$ cat config.mk
export PLATFORM = sky130hd
export DESIGN_NAME = shift_seq_ctrl
export DESIGN_NICKNAME = d
export VERILOG_FILES = /design/src/rtl/shift_pkg.sv /design/src/rtl/shift_dp.sv /design/src/rtl/shift_seq_ctrl.sv
export SDC_FILE = /design/constraint.sdc
export NUM_CORES = 1
export LEC_CHECK = 0
export CAP_MARGIN = 25
export CORE_ASPECT_RATIO = 1.25
export CORE_MARGIN = 1
export CORE_UTILIZATION = 40
export CTS_BUF_LIST = sky130_fd_sc_hd__clkbuf_4
export DETAILED_ROUTE_END_ITERATION = 8
export PLACE_DENSITY = 0.74
export SLEW_MARGIN = 20
export SYNTH_ARGS = -nofsm -noshare
export SYNTH_HDL_FRONTEND = slang
export SYNTH_HIERARCHICAL = 1
export SYNTH_SLANG_ARGS = --single-unit
$ cat constraint.sdc
create_clock -name clk -period 3.9 [get_ports clk]
set_input_delay 0.78 -clock clk [delete_from_list [all_inputs] [get_ports clk]]
set_output_delay 0.78 -clock clk [all_outputs]
set_load 0.02 [all_outputs]
$ cat src/rtl/shift_pkg.sv
// Shared types and default sizing for the load-and-shift sequencer.
package shift_pkg;

    typedef enum logic [1:0] {
        IDLE  = 2'd0,
        SHIFT = 2'd1,
        DONE  = 2'd2
    } state_t;

    localparam int DEF_WIDTH = 8;
    localparam int DEF_AMT_W = 4;

endpackage

$ cat src/rtl/shift_dp.sv
// Shift datapath: loadable left-shift register, remaining-shift down-counter
// and the registered bit shifted out of the MSB.
module shift_dp
    import shift_pkg::*;
#(
    parameter int WIDTH = DEF_WIDTH,
    parameter int AMT_W = DEF_AMT_W
) (
    input  logic             clk,
    input  logic             rstn,
    input  logic             load,
    input  logic             shift_en,
    input  logic [WIDTH-1:0] din,
    input  logic [AMT_W-1:0] cnt_init,
    output logic [WIDTH-1:0] data,
    output logic             cnt_last,
    output logic             msb,
    output logic             msb_vld
);

    logic [AMT_W-1:0] cnt;

    always_ff @(posedge clk or negedge rstn) begin
        if (!rstn) begin
            data    <= '0;
            cnt     <= '0;
            msb     <= 1'b0;
            msb_vld <= 1'b0;
        end else begin
            // Valid only follows a real shift, so an aborted cycle drops it.
            msb_vld <= shift_en;
            if (load) begin
                data <= din;
                cnt  <= cnt_init;
            end else if (shift_en) begin
                data <= {data[WIDTH-2:0], 1'b0};
                msb  <= data[WIDTH-1];
                cnt  <= cnt - 1'b1;
            end
        end
    end

    assign cnt_last = (cnt == AMT_W'(1));

endmodule

$ cat src/rtl/shift_seq_ctrl.sv
// Load-and-shift sequencer: accepts a value and a shift amount, shifts left
// one bit per cycle, then pulses done. Abort cancels without a done pulse.
//
//   state | meaning
//   IDLE  | ready for start; abort ignored
//   SHIFT | one left shift per cycle until the count reaches its last step
//   DONE  | one-cycle done pulse, result held, always returns to IDLE
module shift_seq_ctrl
    import shift_pkg::*;
#(
    parameter int WIDTH = DEF_WIDTH,
    parameter int AMT_W = DEF_AMT_W
) (
    input  logic             clk,
    input  logic             rstn,
    input  logic             start,
    input  logic             abort,
    input  logic [WIDTH-1:0] din,
    input  logic [AMT_W-1:0] amt,
    output logic             ready,
    output logic             busy,
    output logic             done,
    output logic [WIDTH-1:0] dout,
    output logic             sout,
    output logic             sout_vld
);

    localparam logic [AMT_W-1:0] AMT_MAX = AMT_W'(WIDTH);

    state_t           state;
    logic             load;
    logic             shift_en;
    logic             cnt_last;
    logic [AMT_W-1:0] amt_clamped;

    // Shifting more than WIDTH times only produces zeros, so stop at WIDTH.
    assign amt_clamped = (amt > AMT_MAX) ? AMT_MAX : amt;
    assign load        = (state == IDLE) && start;
    assign shift_en    = (state == SHIFT) && !abort;

    shift_dp #(
        .WIDTH(WIDTH),
        .AMT_W(AMT_W)
    ) u_dp (
        .clk     (clk),
        .rstn    (rstn),
        .load    (load),
        .shift_en(shift_en),
        .din     (din),
        .cnt_init(amt_clamped),
        .data    (dout),
        .cnt_last(cnt_last),
        .msb     (sout),
        .msb_vld (sout_vld)
    );

    always_ff @(posedge clk or negedge rstn) begin
        if (!rstn) begin
            state <= IDLE;
            ready <= 1'b1;
            busy  <= 1'b0;
            done  <= 1'b0;
        end else begin
            case (state)
                IDLE: begin
                    if (start) begin
                        ready <= 1'b0;
                        if (amt_clamped != '0) begin
                            state <= SHIFT;
                            busy  <= 1'b1;
                        end else begin
                            state <= DONE;
                            done  <= 1'b1;
                        end
                    end
                end
                SHIFT: begin
                    if (abort) begin
                        state <= IDLE;
                        busy  <= 1'b0;
                        ready <= 1'b1;
                    end else if (cnt_last) begin
                        state <= DONE;
                        busy  <= 1'b0;
                        done  <= 1'b1;
                    end
                end
                DONE: begin
                    state <= IDLE;
                    done  <= 1'b0;
                    ready <= 1'b1;
                end
                default: begin
                    state <= IDLE;
                    ready <= 1'b1;
                    busy  <= 1'b0;
                    done  <= 1'b0;
                end
            endcase
        end
    end

endmodule

Word level (Yosys, flattened, before mapping)
Cells that the tools add are included.

storage, ports and cells
  register bits after elaboration = 19
  bits of input ports = 16

operators by class
  add/subtract/negate cells = 1
  order comparisons = 1
  equal/unequal tests = 10
  muxes and demuxes = 23
  bitwise gates (word level) = 2
  reduce and logical (&&, ||, !) cells = 11

operators by type and width
  cell                 number
  $mux 8               2
  $mux 4               3
  $mux 1               10
  $ne 2x2->1 const B   5
  $mux 2               4
  $reduce_and 4->1     2
  $reduce_and 2->1     3
  $eq 4x1->1 const B   1
  $gt 4x4->1 const B   1
  $pmux 1 s2           2
  $pmux 2 s2           1
  $reduce_bool 4->1    1
  $sub 4x1->4 const B  1
  $ne 3x3->1 const B   1
  $pmux 1 s3           1
  $eq 2x1->1 const B   1
  $eq 2x2->1 const B   1
  $logic_and 1x1->1    2
  $logic_not 2->1      1
  $ne 2x1->1 const B   1
  $not 1->1            2
  $reduce_bool 2->1    1
  $logic_not 1->1      1

Longest topological paths before layout
  depth after elaboration = 6
  mapped depth = 7

Modules after synthesis
The synthesis kept the hierarchy.

modules (own cells, without submodules)
  module          times used  cells an instance  area an instance (um2)  sequential area each (um2)
  shift_dp        1           61                 676.9                   350.3
  shift_seq_ctrl  1           25                 250.2                   126.4

Least setup slack after synthesis
OpenSTA, ideal clock, no wires.

  path kind = input port to flip-flop
  from = input abort
  to = register u_dp.cnt[3]
  arrival = 1.618 ns
  data required time = 3.775 ns
  setup slack = 2.157 ns
  cell stages on the path = 6
  cell sequence = nor2_1 -> nand2_1 -> inv_1 -> nor4b_4 -> xor2_1 -> mux2_2

on the way
  word-level cells in the longest chain between the ends = 3

ends and longest elaborated chain
  what                                line                  text
  from (decl)                         shift_seq_ctrl.sv:17  input logic abort,
  $logic_not 1->1                     shift_seq_ctrl.sv:39  assign shift_en = (state == SHIFT) && !abort;
  $logic_and 1x1->1                   shift_seq_ctrl.sv:39
  named net shift_en                  shift_seq_ctrl.sv:32  logic shift_en;
  $reduce_bool 2->1 (no source line)  -
  to (signal assigned)                shift_dp.sv:34        cnt <= cnt_init;
  to (signal assigned)                shift_dp.sv:38        cnt <= cnt - 1'b1;
  to (decl)                           shift_dp.sv:21        logic [AMT_W-1:0] cnt;

The timed path passes the listed nets, and every way through them passes these cells.
A chain may end at the register's enable or synchronous reset.

Worst setup path in the final report
Same ends and word-level chain as after synthesis.

==> summary.md <==
| Metric | Value |
|---|---|
| Combinational Power Share | 48.0% |
| Critical hold path startpoint | busy |
| Clock power share | between 10% and 20% |
| Height of the chip | 55.8 µm |
| Placed instance area | 1230 µm² |
| Synth Area in Compound Gates | 9.99% |
| Sequential fraction of design power | 40.6% |
| Maximum vdd ir drop | 0.449 mV |
| Multiplexer share of the synthesized area | between 10 and 15% |
| Crit path required time | 4100 ps |
| Ranking of synthesized cells by area | dfrtp_1 (49%), mux2i_1 (7.6%), nand2_1 (6.5%) |
| Hold Vio Cnt, Final | 0 |
| Post-synth top cells | dfrtp_1 (18), nand2_1 (16), o21ai_1 (9) |
| Largest family of logic cells by synthesized area | simple AND/OR/NAND/NOR gates |
| Placed cells | approximately 140 |
| Post-synthesis async set-or-reset flop share | between 90% and 100% |
| PostCTS Resize Cnt | 0 |
| Hold EP | busy |
| First-pass detailed-route iteration total | 4 |
| Post-synthesis share of cell area spent on xor and xnor gates | around 2.8% |
| ANT nets after route | 0 |
| Die W | roughly 45 µm |
| Synthesized area | about 930 µm² |
| Startpoint types | primary input |
| Register-to-Register Setup Slack | slightly above 2000 ps |
| Initial DRC Count | 18 |
| Vias/cell | a little under 5 |
| GR Overflow Total | 0 |
| Area Overhead vs Synth | 35.6% |
| Switch Pwr | approximately 340 µW |
| Mean Syn Cell Area | approximately 11 µm² |
| Arrival time at the worst endpoint | roughly 2500 ps |
| Routed via count | between 700 and 800 |
| Largest area contributor in the netlist | dfrtp_1 |
| Initial antenna violation count | 0 |
| Post-synthesis adder-cell area fraction | 2.70% |
| Count of final max-slew check failures | 0 |
| CTS Sinks | 19 |
| Yosys Warn Count | 6 |
| Die Footprint | between 2000 and 3000 µm² |
| Slew @ Worst Pin | 830 ps |
| Slew HR | 44.5% |
| Vias in the first global route | 641 |
| Synth Instances | 86 |
| Hold_buf cts | 0 |
| Total GRT Usage | 15.6% |
| Setup TNS | 0 ps |
| Starting Density | a little over two fifths |
| Internal power | 540 µW |
| DRC | 0 |
| First-pass GRT wire length | roughly 2.8 mm |
| Count leader, synth | dfrtp_1 |
| PortBufs | 28 |
| Status | completed |
| Placeable Area | 2190 µm² |
| Worst r2r path cells | 6 |
| CTS H-tree depth | 1 |
| Clock Root Buffer | clkbuf_4 |
| Worst-path clk slew | 110 ps |
| WHS Path Cells | 2 |
| Clk_lat worst skew | roughly 300 ps |
| CTS tree | yes |
| Sequential area share after synthesis | 51.4% |
| DP HPWL | around 1.3 mm |
| Max Buffers Root-to-Sink | 2 |
| Reg2reg end | u_dp/cnt[3] |
| Post-CTS setup buffer count | 0 |
| # IOs | 29 |
| Final min period | 2340 ps |
| CP Max Fanout | 14 |
| CTS buffer count | 3 |
| Setup violations, final | 0 |
| P_leak | roughly 0.00053 µW |
| Total Wirelength | about 1.7 mm |
| Share of layout cells above drive strength 1 | between 10% and 20% |
| Fmax | approximately 430 MHz |
| Max Cap Viol | 0 |
| HP Class | flop to flop |
| Simple-gate share of the synthesized area | 17.7% |
| Switching Fraction | roughly 39% |
| Largest net degree at the start of global routing | 20 |
| Crit path capture type | flop |
| Rows | 19 |
| Critical Setup Path Class | primary input to flop |
| GP Congestion | about 0.75 |
| RSZ-0062 raised after global routing | false |
| Area share of the largest cell type after synthesis | a little under 50% |
| Final worst-path cycle share | around 60% |
| Number of synthesized flops with an enable pin | 0 |
| Ant. Diodes | 0 |
| Post-Syn Nets | 104 |
| Clk_skew | about 2.7 ps |
| PwrDens | between 600 and 700 nW/µm² |
| Nets | between 100 and 150 |
| Yosys reg bits | 19 |
| Post-synth cell types | 25 |
| Design Area, Final | 1260 µm² |
| Primary FF master, synth | dfrtp_1 |
| Routed len/inst | roughly 12 µm |
| Reg2reg start | state[1] |
| Non-Filler Instances | approximately 150 |
[per-layer routing]
layer / wire length (µm) / track usage, % / up-vias / share of wire, %
li1: - / - / 349 / -
met1: 717 / 18.4 / 338 / 42
met2: 871 / 24.6 / 23 / 52
met3: 70 / 2.92 / 3 / 4.1
met4: 31 / 10.4 / 0 / 1.8
met5: 0 / 0 / - / 0
[power by group through the flow]
stage | Sequential [µW] | Clock [µW] | Combinational (µW)
after floorplan | 430 | 0 | 175
after CTS | 359 | 106 | 425
final | 357 | 100 | 422
after global placement | 360 | 0 | 413
after detailed placement | 364 | 0 | 423
after global routing | 370 | 114 | 457
[flip-flops by register name (all words and copies together), names as in the netlist]
| register | flops |
|---|---|
| u_dp/msb_vld | 1 |
| ready | 1 |
| u_dp/data | 8 |
| u_dp/cnt | 4 |
| done | 1 |
| busy | 1 |
| u_dp/msb | 1 |
| state | 2 |
[critical path, cell delays in order]
cell and delay [ps]:
clkdlybuf4s50_1 440, nor2_1 150, nand2_1 80, inv_1 420, nor4b_4 310, xor2_1 90
mux2_2 260
[metrics by stage]
step	setup WS, ps	hold slack, ps	util (%)	power [µW]
after floorplan	2160	484	-	604
after global placement	1300	462	56.2	773
after detailed placement	1230	461	56.2	787
after CTS	1560	489	57.5	890
after global routing	1420	521	57.5	942
final	1560	481	57.5	879
[area by class of cell]
cell class / instances / area [µm²]
clock buffer: 3 / 22.5
clock inverter: 1 / 5.00
fill: 210 / 930
inverter: 4 / 15.0
multi-input combinational: 59 / 412
sequential: 19 / 477
tap: 31 / 38.8
timing repair buffer: 29 / 288
[worst max path at each step]
stage | startpoint | to | slack, ps | cells past startpoint
final | abort | u_dp/cnt[3] | 1560 | 7
after global routing | abort | u_dp/cnt[3] | 1420 | 7
after CTS | abort | u_dp/cnt[3] | 1560 | 7
after detailed placement | abort | u_dp/cnt[3] | 1230 | 7
after global placement | abort | u_dp/cnt[3] | 1300 | 7
after floorplan | abort | u_dp/cnt[3] | 2160 | 6
[cell usage in the layout (no fill, tap or decap), drive strengths merged]
master and count:
a21o 1, a32o 1, buf 1, clkbuf 3, clkdlybuf4s50 28, clkinv 1
dfrtp 18, dfstp 1, ha 2, inv 4, mux2 3, mux2i 7
nand2 16, nand2b 3, nor2 1, nor2b 4, nor3b 2, nor4 1
nor4b 1, o21ai 12, o22ai 1, o31ai 1, xnor2 1, xor2 2
[kinds of logic after synthesis]
| group | after synthesis |
|---|---|
| AOI/OAI and AO/OA | 16 |
| xor gates and xnor gates | 3 |
| adders and majority gates | 2 |
| buffers and inverters | 8 |
| DFF | 19 |
| muxes | 10 |
| and+or+nand+nor | 28 |
No activity file was read; power rests on OpenSTA's default activity.
